`config.mk`:
```
export PLATFORM = sky130hd
export DESIGN_NAME = spatz_vcsr_issue
export DESIGN_NICKNAME = d
export VERILOG_FILES = /design/src/rtl/spatz_vcsr_issue.sv
export SDC_FILE = /design/constraint.sdc
export NUM_CORES = 1
export LEC_CHECK = 0
export ABC_AREA = 1
export CAP_MARGIN = 40
export CORE_MARGIN = 2
export CORE_UTILIZATION = 45
export CTS_BUF_LIST = sky130_fd_sc_hd__clkbuf_8
export DETAILED_ROUTE_END_ITERATION = 12
export MAX_ROUTING_LAYER = met4
export PLACE_DENSITY = 0.84
export SLEW_MARGIN = 10
export SYNTH_ARGS = -nofsm -noshare
export SYNTH_HDL_FRONTEND = slang
export SYNTH_SLANG_ARGS = --single-unit
```
`constraint.sdc`:
```
create_clock -name clk_i -period 3.4 [get_ports clk_i]
set_clock_uncertainty 0.15 [all_clocks]
set_input_delay 0.68 -clock clk_i [delete_from_list [all_inputs] [get_ports clk_i]]
set_output_delay 0.68 -clock clk_i [all_outputs]
set_load 0.05 [all_outputs]
```
`src/rtl/spatz_vcsr_issue.sv`:
```
// spatz_vcsr_issue: buffers vsetvl/vector-CSR instructions and turns them into CSR block updates.
// Define SPATZ_VCSR_ISSUE_BYPASS_EN to answer a CSRR at the FIFO head in the same cycle.
module spatz_vcsr_issue #(
    parameter int unsigned VLEN  = 512,
    parameter int unsigned XLEN  = 32,
    parameter int unsigned DEPTH = 2,
    parameter int unsigned VL_W  = $clog2(VLEN) + 1
) (
    input  logic            clk_i,
    input  logic            rst_i,
    input  logic            req_valid_i,
    output logic            req_ready_o,
    input  logic [2:0]      req_op_i,
    input  logic [1:0]      req_csr_i,
    input  logic [XLEN-1:0] req_rs1_i,
    input  logic [7:0]      req_vtype_i,
    input  logic            req_keep_vl_i,
    input  logic [4:0]      req_rd_i,
    input  logic            vec_busy_i,
    input  logic            flush_i,
    output logic            vcsr_valid_o,
    output logic [2:0]      vcsr_op_o,
    output logic [XLEN-1:0] vcsr_rs1_o,
    output logic [7:0]      vcsr_vtype_o,
    output logic            vcsr_keep_vl_o,
    input  logic [VL_W-1:0] vl_i,
    input  logic [VL_W-1:0] vstart_i,
    input  logic [7:0]      vtype_i,
    input  logic            vill_i,
    output logic            rsp_valid_o,
    input  logic            rsp_ready_i,
    output logic [XLEN-1:0] rsp_data_o,
    output logic [4:0]      rsp_rd_o,
    output logic            rsp_vill_o
);

    localparam logic [2:0] OP_VSETVL = 3'd0;
    localparam logic [2:0] OP_CSRS   = 3'd2;
    localparam logic [2:0] OP_CSRR   = 3'd4;
    localparam logic [1:0] CSR_VSTART = 2'd0;
    localparam logic [1:0] CSR_VL     = 2'd1;
    localparam logic [1:0] CSR_VTYPE  = 2'd2;
    localparam logic [1:0] CSR_VLENB  = 2'd3;
    localparam int unsigned PW = (DEPTH > 1) ? $clog2(DEPTH) : 1;
    localparam int unsigned CW = $clog2(DEPTH + 1);

    typedef enum logic [1:0] {IDLE, ISSUE, WAIT, RESP} state_e;

    typedef struct packed {
        logic [2:0]      op;
        logic [1:0]      csr;
        logic [XLEN-1:0] rs1;
        logic [7:0]      vtype;
        logic            keep_vl;
        logic [4:0]      rd;
    } entry_t;

    entry_t          mem_q [DEPTH];
    logic [PW-1:0]   wr_ptr_q, wr_ptr_d, rd_ptr_q, rd_ptr_d;
    logic [CW-1:0]   cnt_q, cnt_d;
    state_e          state_q;
    logic [XLEN-1:0] hold_q, rsp_data_q, vcsr_rs1_q;
    logic [4:0]      rsp_rd_q;
    logic            rsp_valid_q, rsp_vill_q;
    logic            vcsr_valid_q, vcsr_keep_vl_q;
    logic [2:0]      vcsr_op_q;
    logic [7:0]      vcsr_vtype_q;

    entry_t          head;
    logic [XLEN-1:0] old_val;
    logic            full, empty, push, pop, start;
    logic            is_csrr, is_vset, ro_skip, byp_csrr, byp_valid;

    function automatic logic [PW-1:0] ptr_inc(input logic [PW-1:0] p);
        if (p == PW'(DEPTH - 1)) return '0;
        return p + PW'(1);
    endfunction

    assign head    = mem_q[rd_ptr_q];
    assign full    = cnt_q == CW'(DEPTH);
    assign empty   = cnt_q == '0;
    assign is_csrr = head.op == OP_CSRR;
    assign is_vset = head.op == OP_VSETVL;
    // vl and vlenb cannot be written by CSR instructions
    assign ro_skip = !is_vset && (head.csr == CSR_VL || head.csr == CSR_VLENB);

`ifdef SPATZ_VCSR_ISSUE_BYPASS_EN
    assign byp_csrr = is_csrr;
`else
    assign byp_csrr = 1'b0;
`endif

    assign byp_valid = byp_csrr && state_q == IDLE && !empty && !flush_i;
    assign start = state_q == IDLE && !empty && !vec_busy_i
                   && !flush_i && !byp_csrr;
    assign push  = req_valid_i && !full && !flush_i;
    assign pop   = rsp_ready_i && !flush_i && (rsp_valid_q || byp_valid);

    always_comb begin
        old_val = '0;
        unique case (head.csr)
            CSR_VSTART: old_val = XLEN'(vstart_i);
            CSR_VL:     old_val = XLEN'(vl_i);
            CSR_VTYPE:  old_val = XLEN'({vill_i, vtype_i});
            default:    old_val = XLEN'(VLEN / 8);
        endcase
    end

    always_comb begin
        wr_ptr_d = wr_ptr_q;
        rd_ptr_d = rd_ptr_q;
        cnt_d    = cnt_q;
        if (flush_i) begin
            // an entry already sent to the CSR block must still be answered
            if (state_q == ISSUE || state_q == WAIT) begin
                wr_ptr_d = ptr_inc(rd_ptr_q);
                cnt_d    = CW'(1);
            end else begin
                wr_ptr_d = rd_ptr_q;
                cnt_d    = '0;
            end
        end else begin
            if (push) wr_ptr_d = ptr_inc(wr_ptr_q);
            if (pop)  rd_ptr_d = ptr_inc(rd_ptr_q);
            cnt_d = cnt_q + CW'(push) - CW'(pop);
        end
    end

    always_ff @(posedge clk_i) begin
        if (push) begin
            mem_q[wr_ptr_q] <= '{req_op_i, req_csr_i, req_rs1_i,
                                 req_vtype_i, req_keep_vl_i, req_rd_i};
        end
    end

    always_ff @(posedge clk_i or posedge rst_i) begin
        if (rst_i) begin
            wr_ptr_q <= '0;
            rd_ptr_q <= '0;
            cnt_q    <= '0;
        end else begin
            wr_ptr_q <= wr_ptr_d;
            rd_ptr_q <= rd_ptr_d;
            cnt_q    <= cnt_d;
        end
    end

    always_ff @(posedge clk_i or posedge rst_i) begin
        if (rst_i) begin
            state_q        <= IDLE;
            hold_q         <= '0;
            rsp_valid_q    <= 1'b0;
            rsp_data_q     <= '0;
            rsp_rd_q       <= '0;
            rsp_vill_q     <= 1'b0;
            vcsr_valid_q   <= 1'b0;
            vcsr_op_q      <= '0;
            vcsr_rs1_q     <= '0;
            vcsr_vtype_q   <= '0;
            vcsr_keep_vl_q <= 1'b0;
        end else begin
            vcsr_valid_q <= 1'b0;
            case (state_q)
                IDLE: begin
                    if (start && ro_skip) begin
                        state_q     <= RESP;
                        rsp_valid_q <= 1'b1;
                        rsp_data_q  <= old_val;
                        rsp_vill_q  <= 1'b0;
                        rsp_rd_q    <= head.rd;
                    end else if (start) begin
                        state_q        <= ISSUE;
                        vcsr_valid_q   <= 1'b1;
                        vcsr_op_q      <= is_csrr ? OP_CSRS : head.op;
                        vcsr_rs1_q     <= is_csrr ? '0 : head.rs1;
                        vcsr_vtype_q   <= head.vtype;
                        vcsr_keep_vl_q <= head.keep_vl;
                    end
                end
                ISSUE: begin
                    state_q <= WAIT;
                    hold_q  <= old_val;
                end
                WAIT: begin
                    state_q     <= RESP;
                    rsp_valid_q <= 1'b1;
                    rsp_data_q  <= is_vset ? XLEN'(vl_i) : hold_q;
                    rsp_vill_q  <= is_vset && vill_i;
                    rsp_rd_q    <= head.rd;
                end
                RESP: begin
                    if (flush_i || rsp_ready_i) begin
                        state_q     <= IDLE;
                        rsp_valid_q <= 1'b0;
                    end
                end
                default: state_q <= IDLE;
            endcase
        end
    end

    assign req_ready_o    = !full;
    assign vcsr_valid_o   = vcsr_valid_q;
    assign vcsr_op_o      = vcsr_op_q;
    assign vcsr_rs1_o     = vcsr_rs1_q;
    assign vcsr_vtype_o   = vcsr_vtype_q;
    assign vcsr_keep_vl_o = vcsr_keep_vl_q;
    assign rsp_valid_o    = rsp_valid_q || byp_valid;
    assign rsp_data_o     = byp_valid ? old_val : rsp_data_q;
    assign rsp_rd_o       = byp_valid ? head.rd : rsp_rd_q;
    assign rsp_vill_o     = !byp_valid && rsp_vill_q;

endmodule

```
==> metrics.cfg, run 1 <==
[outcome]
status = complete, no violations

[die]
rows = 47
dieArea_um2 = 18100
initial_core_util = 0.462
die_w_um = 135
core_area_um2 = 16600
ioPinCount = 171
die_y_um = 135

[clocking]
cts_buffers = 17
clk_pin_slew_worst_paths_ps = 100
clkLatencyLatePin_ps = 450
cts_tree = done
cts.sinks = 180
hold_buffers = 0
root_buffer = clkbuf_8
h-tree-depth = 4
post_cts_buffers = 0
post_cts_resized = 0
clock_path_buffers = 2

[timing]
slew_viol_final = 0
slew_headroom = 0.456
grt_setup_unrepaired = false
tightestPinTransition_ps = 817
fmax_mhz = 368
min_period_ps = 2720
min_period_over_period = 0.799
final.setup.tns_ps = 0
hold_violations = 0
final-setup-viol-count = 0

[placement]
gp_congestion = 0.873
numPortBuffers = 148
placed_area_um2 = 9240
dp_cells = 1047
dpl.hpwl_um = 11200

[critical_path]
worstPathRequired_ps = 3650
critPathMaxFanout = 80
r2r_start = rd_ptr_q$_DFFE_PP0P_
crit_type = register to register
arrival_ps = 2960
timing.rr.end = vcsr_vtype_o[6]$_DFFE_PP0P_
r2r_slack_ps = 680
ff2ff_path_depth = 9
start_kind = register
endpoint_kind = register

[grt]
grt_pass1_vias = 5377
antenna_found_initial = 0
grt_max_degree = 81
grt-ovfl-total = 0
grt_pass1_wl_um = 27000
grt_usage = 0.200

[final_layout]
nets = 939
drive_above_1_share = 0.106
fillers = 1395
area_growth_pct = 26.0
multiInputGateArea_um2 = 2250
layout_commonest_cell = nand2_1
design_area_um2 = 9680
final-instance-count-excl-fill = 1079
antenna_cells = 0
regArea_um2 = 5020
final_cell_mix = nand2_1, clkdlybuf4s50_1, edfxtp_1, dfrtp_1, nand3_1

[worst_hold_path]
hold_path_class = register to register
min_delay_path_depth = 2
worstHoldStart = rsp_data_o[0]$_DFFE_PP0P_
hold_end = rsp_data_o[0]$_DFFE_PP0P_

[routing]
postRouteAntennaNets = 0
vias = 5370
first_iter_violations = 320
drtPass1Iterations = 5
drt-total-wl_um = 17000
wl_per_cell_um = 15.7
drcViolationCount = 0
avgViaCountPerCell = 4.98

[power]
power.switching_mw = 3.75
clkPwrFrac = 0.183
p_sw_frac = 0.434
max-vdd-ir-drop_v = 0.000421
power_frac_comb = 0.451
seqPwrFrac = 0.366
leakagePower_nw = 4.03
p_per_area_nw_per_um2 = 893
p_int_mw = 4.89

[logic_synthesis]
yosys_warnings = 0
netlist_area_um2 = 7680
synth_top_area_share = 0.399
ys_seq_elements = 180
seq_area_frac_synth = 0.653
yosys-top-cells-area = edfxtp_1, dfrtp_1, nand2_1
synth.distinct_cells = 32
syn_area_per_cell_um2 = 10.9
synthCells = 706
synth_area_leader_cell = edfxtp_1

[run]
maxCapViolCount = 0

power by group through the flow:
stage / registers (mW) / logic [mW] / clock network [mW]
floorplan: 4.21 / 1.75 / 0
global placement: 3.19 / 3.85 / 0
detailed placement: 3.20 / 3.92 / 0
CTS: 3.16 / 3.94 / 1.62
global route: 3.21 / 4.24 / 1.73
finish: 3.16 / 3.90 / 1.58
worst max-delay path, cell delays in order, from the launching register on:
cell and delay [ps]:
dfrtp_2 430, inv_2 400, nand2_1 130, nand2_2 190
nand3_2 270, nand2_2 190, nand2_4 450, inv_4 300
nand2_1 80, nand2_1 60
synthesized netlist by cell type:
cell and number:
a21oi_1 2, a41oi_1 3, buf_1 1, buf_2 12, buf_4 27, buf_6 8
clkbuf_1 6, clkinv_1 1, conb_1 1, dfrtp_1 78, edfxtp_1 102, ha_1 7
inv_1 30, inv_2 2, inv_4 2, nand2_1 222, nand2_2 8, nand2_4 2
nand3_1 46, nand3_2 2, nand3b_1 7, nand4_1 4, nor2_1 12, nor2_2 2
nor2_4 1, o211ai_1 33, o21ai_0 15, o21ai_1 35, or2_1 2, or2_2 30
xnor2_1 1, xor2_1 2
routing by layer:
metal	routed length [µm]	global-route usage
met1	7150	0.235
met2	8440	0.332
met3	987	0.0511
met4	378	0.0760
met5	0	-
how the worst max path moves through the flow:
stage                                    start                           to  depth (start not counted)
after CTS                 rd_ptr_q$_DFFE_PP0P_  vcsr_vtype_o[6]$_DFFE_PP0P_                          9
final                     rd_ptr_q$_DFFE_PP0P_  vcsr_vtype_o[6]$_DFFE_PP0P_                          9
after global placement                 flush_i  vcsr_vtype_o[0]$_DFFE_PP0P_                          8
after floorplan             cnt_q[1]$_DFF_PP0_        mem_q[0][0]$_DFFE_PP_                          3
after global routing      rd_ptr_q$_DFFE_PP0P_  vcsr_vtype_o[5]$_DFFE_PP0P_                          9
after detailed placement               flush_i  vcsr_vtype_o[2]$_DFFE_PP0P_                          8
layout make-up:
| cell class | instances | share of cell area |
|---|---|---|
| Clock buffer | 17 | 0.0242 |
| Timing Repair Buffer | 154 | 0.161 |
| Multi-Input combinational cell | 458 | 0.232 |
| Tap cell | 220 | 0.0284 |
| Inverter | 35 | 0.0142 |
| Sequential cell | 180 | 0.518 |
| Clock inverter | 15 | 0.0216 |
metrics by stage:
step | utilization | worst slack [ps] | power, mW | hold WS, ps
finish | 0.582 | 685 | 8.65 | 341
global route | 0.582 | 376 | 9.18 | 372
floorplan | - | 474 | 5.96 | 341
global placement | 0.555 | 687 | 7.05 | 311
detailed placement | 0.555 | 616 | 7.12 | 320
CTS | 0.582 | 638 | 8.72 | 342
state kept, by name, indices dropped and copies added (netlist names), 3 cells and up:
| name | cells |
|---|---|
| mem_q | 102 |
| vcsr_rs1_o | 32 |
| hold_q | 10 |
| rsp_data_o | 10 |
| vcsr_vtype_o | 8 |
| rsp_rd_o | 5 |
| vcsr_op_o | 3 |
cells by family after synthesis:
group | synth area share
buffers and inverters | 0.0671
AOI/OAI and AO/OA | 0.0695
and+or+nand+nor | 0.196
adders and majority gates | 0.0114
DFF | 0.653
xor gates and xnor gates | 0.00342
other | 0.000488
No activity file was read; power rests on OpenSTA's default activity.
==> run 2, diff against run 1 <==
--- a/config.mk
+++ b/config.mk
@@ -12,7 +12,7 @@
 export CTS_BUF_LIST = sky130_fd_sc_hd__clkbuf_8
 export DETAILED_ROUTE_END_ITERATION = 12
 export MAX_ROUTING_LAYER = met4
-export PLACE_DENSITY = 0.84
+export PLACE_DENSITY = 0.82
 export SLEW_MARGIN = 10
 export SYNTH_ARGS = -nofsm -noshare
 export SYNTH_HDL_FRONTEND = slang
==> constraint.sdc (replaced) <==
create_clock -name clk_i -period 2.7 [get_ports clk_i]
set_clock_uncertainty 0.15 [all_clocks]
set_input_delay 0.54 -clock clk_i [delete_from_list [all_inputs] [get_ports clk_i]]
set_output_delay 0.54 -clock clk_i [all_outputs]
set_load 0.05 [all_outputs]
==> run 2 against run 1 <==
Compared with the run above:
- largest cell class unchanged
- count of clock-buffer cells in the layout rose by 2
- combinational power rose by 27%
- non-clock buffer count rose by 4
- cell count rose by 0.37%
- highest routed layer unchanged
- flip-flop and latch count did not move
- utilization fell by 0.11 points
- sequential power rose by 25%
- setup slack got worse by 500 ps
==> metrics.cfg, run 2 (synthesized netlist as in run 1, its figures left out) <==
[outcome]
status = complete, no violations  ; unchanged

[routing]
drt-total-wl_um = 17100  ; was 17000 µm
first_iter_violations = 351  ; was 320
postRouteAntennaNets = 0  ; unchanged
wl_per_cell_um = 15.8  ; was 15.7 µm
drcViolationCount = 0  ; unchanged
routed.top_layer = met4  ; unchanged
vias = 5450  ; was 5370
avgViaCountPerCell = 5.03  ; was 4.98
drt-met1-wl_um = 7100  ; was 7150 µm
met3WireLength_um = 1140  ; was 987 µm
wl_met2_um = 8610  ; was 8440 µm
drtPass1Iterations = 5  ; unchanged

[die]
die_w_um = 135  ; unchanged
ioPinCount = 171  ; unchanged
core_area_um2 = 16600  ; unchanged
die_y_um = 135  ; unchanged
rows = 47  ; unchanged
dieArea_um2 = 18100  ; unchanged
initial_core_util = 0.462  ; unchanged

[power]
p_per_area_nw_per_um2 = 1110  ; was 893 nW/µm²
leakagePower_nw = 4.03  ; about the same
max-vdd-ir-drop_v = 0.000772  ; was 0.000421 V
power_mw = 10.7  ; was 8.65 mW

[grt]
grt_pass1_vias = 5308  ; was 5377
grt_max_degree = 58  ; was 81
grt-ovfl-total = 0  ; unchanged
antenna_found_initial = 0  ; unchanged
grt_usage = 0.200  ; about the same
grt_pass1_wl_um = 27100  ; was 27000 µm

[final_layout]
regMostFlops = mem_q  ; unchanged
layout_commonest_cell = nand2_1  ; unchanged
drive_above_1_share = 0.109  ; was 0.106
final_cell_mix = nand2_1, clkdlybuf4s50_1, edfxtp_1, dfrtp_1, nand3_1  ; unchanged
largest_reg_flops = 102  ; unchanged
post-route-util = 0.581  ; was 0.582
fillers = 1368  ; was 1395
antenna_cells = 0  ; unchanged
area_growth_pct = 25.8  ; was 26.0%
nets = 943  ; was 939

[clocking]
clk_pin_slew_worst_paths_ps = 100  ; about the same
clock_path_buffers = 2  ; unchanged
cts_buffers = 17  ; unchanged
hold_buffers = 0  ; unchanged
clkLatencyLatePin_ps = 450  ; about the same
cts.sinks = 180  ; unchanged
post_cts_buffers = 0  ; unchanged
cts_tree = done  ; unchanged
h-tree-depth = 4  ; unchanged
post_cts_resized = 0  ; unchanged
root_buffer = clkbuf_8  ; unchanged

[worst_hold_path]
hold_path_class = input pin to asynchronous set/reset pin  ; was register to register

[critical_path]
cp_top_family = buffers and inverters  ; was simple AND/OR/NAND/NOR gates
worstPathRequired_ps = 2010  ; was 3650 ps
slowest_stage = clkdlybuf4s50_1  ; was nand2_4
critPathMaxFanout = 3  ; was 80
slowest_delay_ps = 820  ; was 450 ps
timing.rr.end = vcsr_rs1_o[6]$_DFFE_PP0P_  ; was vcsr_vtype_o[6]$_DFFE_PP0P_
crit_buf_inv = 1  ; was 2
arrival_ps = 1830  ; was 2960 ps
crit_type = register to output port  ; was register to register
endpoint_kind = output port  ; was register
r2r_start = rd_ptr_q$_DFFE_PP0P_  ; unchanged
critical_path_depth = 2  ; was 9
start_kind = register  ; unchanged
ff2ff_path_depth = 7  ; was 9
startpoint = cnt_q[1]$_DFF_PP0_  ; was rd_ptr_q$_DFFE_PP0P_
path_cells = nand2_1 -> clkdlybuf4s50_1  ; was inv_2 -> nand2_1 -> nand2_2 -> nand3_2 -> nand2_2 -> nand2_4 -> inv_4 -> nand2_1 -> nand2_1
r2r_slack_ps = 310  ; was 680 ps
cp-endpoint = req_ready_o  ; was vcsr_vtype_o[6]$_DFFE_PP0P_

[timing]
final.setup.tns_ps = 0  ; unchanged
slew_viol_final = 0  ; unchanged
final-setup-viol-count = 0  ; unchanged
grt_setup_unrepaired = false  ; unchanged
min_period_ps = 2520
fmax_mhz = 397
tightestPinTransition_ps = 697  ; was 817 ps
slew_headroom = 0.533  ; was 0.456
hold_violations = 0  ; unchanged
min_period_over_period = 0.932

[placement]
dpl.hpwl_um = 11400  ; was 11200 µm
gp_congestion = 0.913  ; was 0.873
numPortBuffers = 148  ; unchanged

[run]
maxCapViolCount = 0  ; unchanged

==> run 2: worst min-delay path by stage <==
stage / depth (start not counted) / slack (ps) / to / start
6_report: 2 / 320 / wr_ptr_q$_DFFE_PP0P_ / rst_i
2_1_floorplan: 2 / 340 / hold_q[1]$_DFFE_PP0N_ / hold_q[1]$_DFFE_PP0N_
3_5_place_dp: 2 / 310 / rsp_rd_o[3]$_DFFE_PP0P_ / rsp_rd_o[3]$_DFFE_PP0P_
3_3_place_gp: 2 / 320 / vcsr_vtype_o[3]$_DFFE_PP0P_ / vcsr_vtype_o[3]$_DFFE_PP0P_
5_1_grt: 2 / 360 / cnt_q[0]$_DFF_PP0_ / rst_i
4_1_cts: 2 / 310 / wr_ptr_q$_DFFE_PP0P_ / rst_i
==> run 2: cell type report <==
| cell class | instances | area [µm²] | area share |
|---|---|---|---|
| well taps | 220 | 275 | 0.0285 |
| clock buffers | 19 | 262 | 0.0271 |
| multi-input cells | 458 | 2250 | 0.233 |
| flip-flops and latches | 180 | 5020 | 0.519 |
| inverters | 35 | 138 | 0.0142 |
| repair buffers | 158 | 1610 | 0.166 |
| clock inverters | 13 | 120 | 0.0124 |
==> run 2: per-stage QoR <==
stage               std cells  instance area [µm²]  setup slack, ps  hold WS [ps]
CTS                      1083                 9670              140           309
finish                   1083                 9670              184           321
floorplan                 727                 7780             15.0           341
global route             1083                 9670             92.1           356
global placement         1051                 9280              346           317
detailed placement       1051                 9280              273           313
==> run 2: where the power goes <==
group	internal, mW	switching (mW)
Sequential	3.62	0.344
Clock	0.797	0.978
Combinational	1.59	3.36
Total	6.01	4.68
==> run 2: routing by layer <==
metal,global-route usage,up-vias
met3,0.0469,16
li1,-,2617
met4,0.0591,0
met1,0.247,2626
met5,-,-
met2,0.332,191
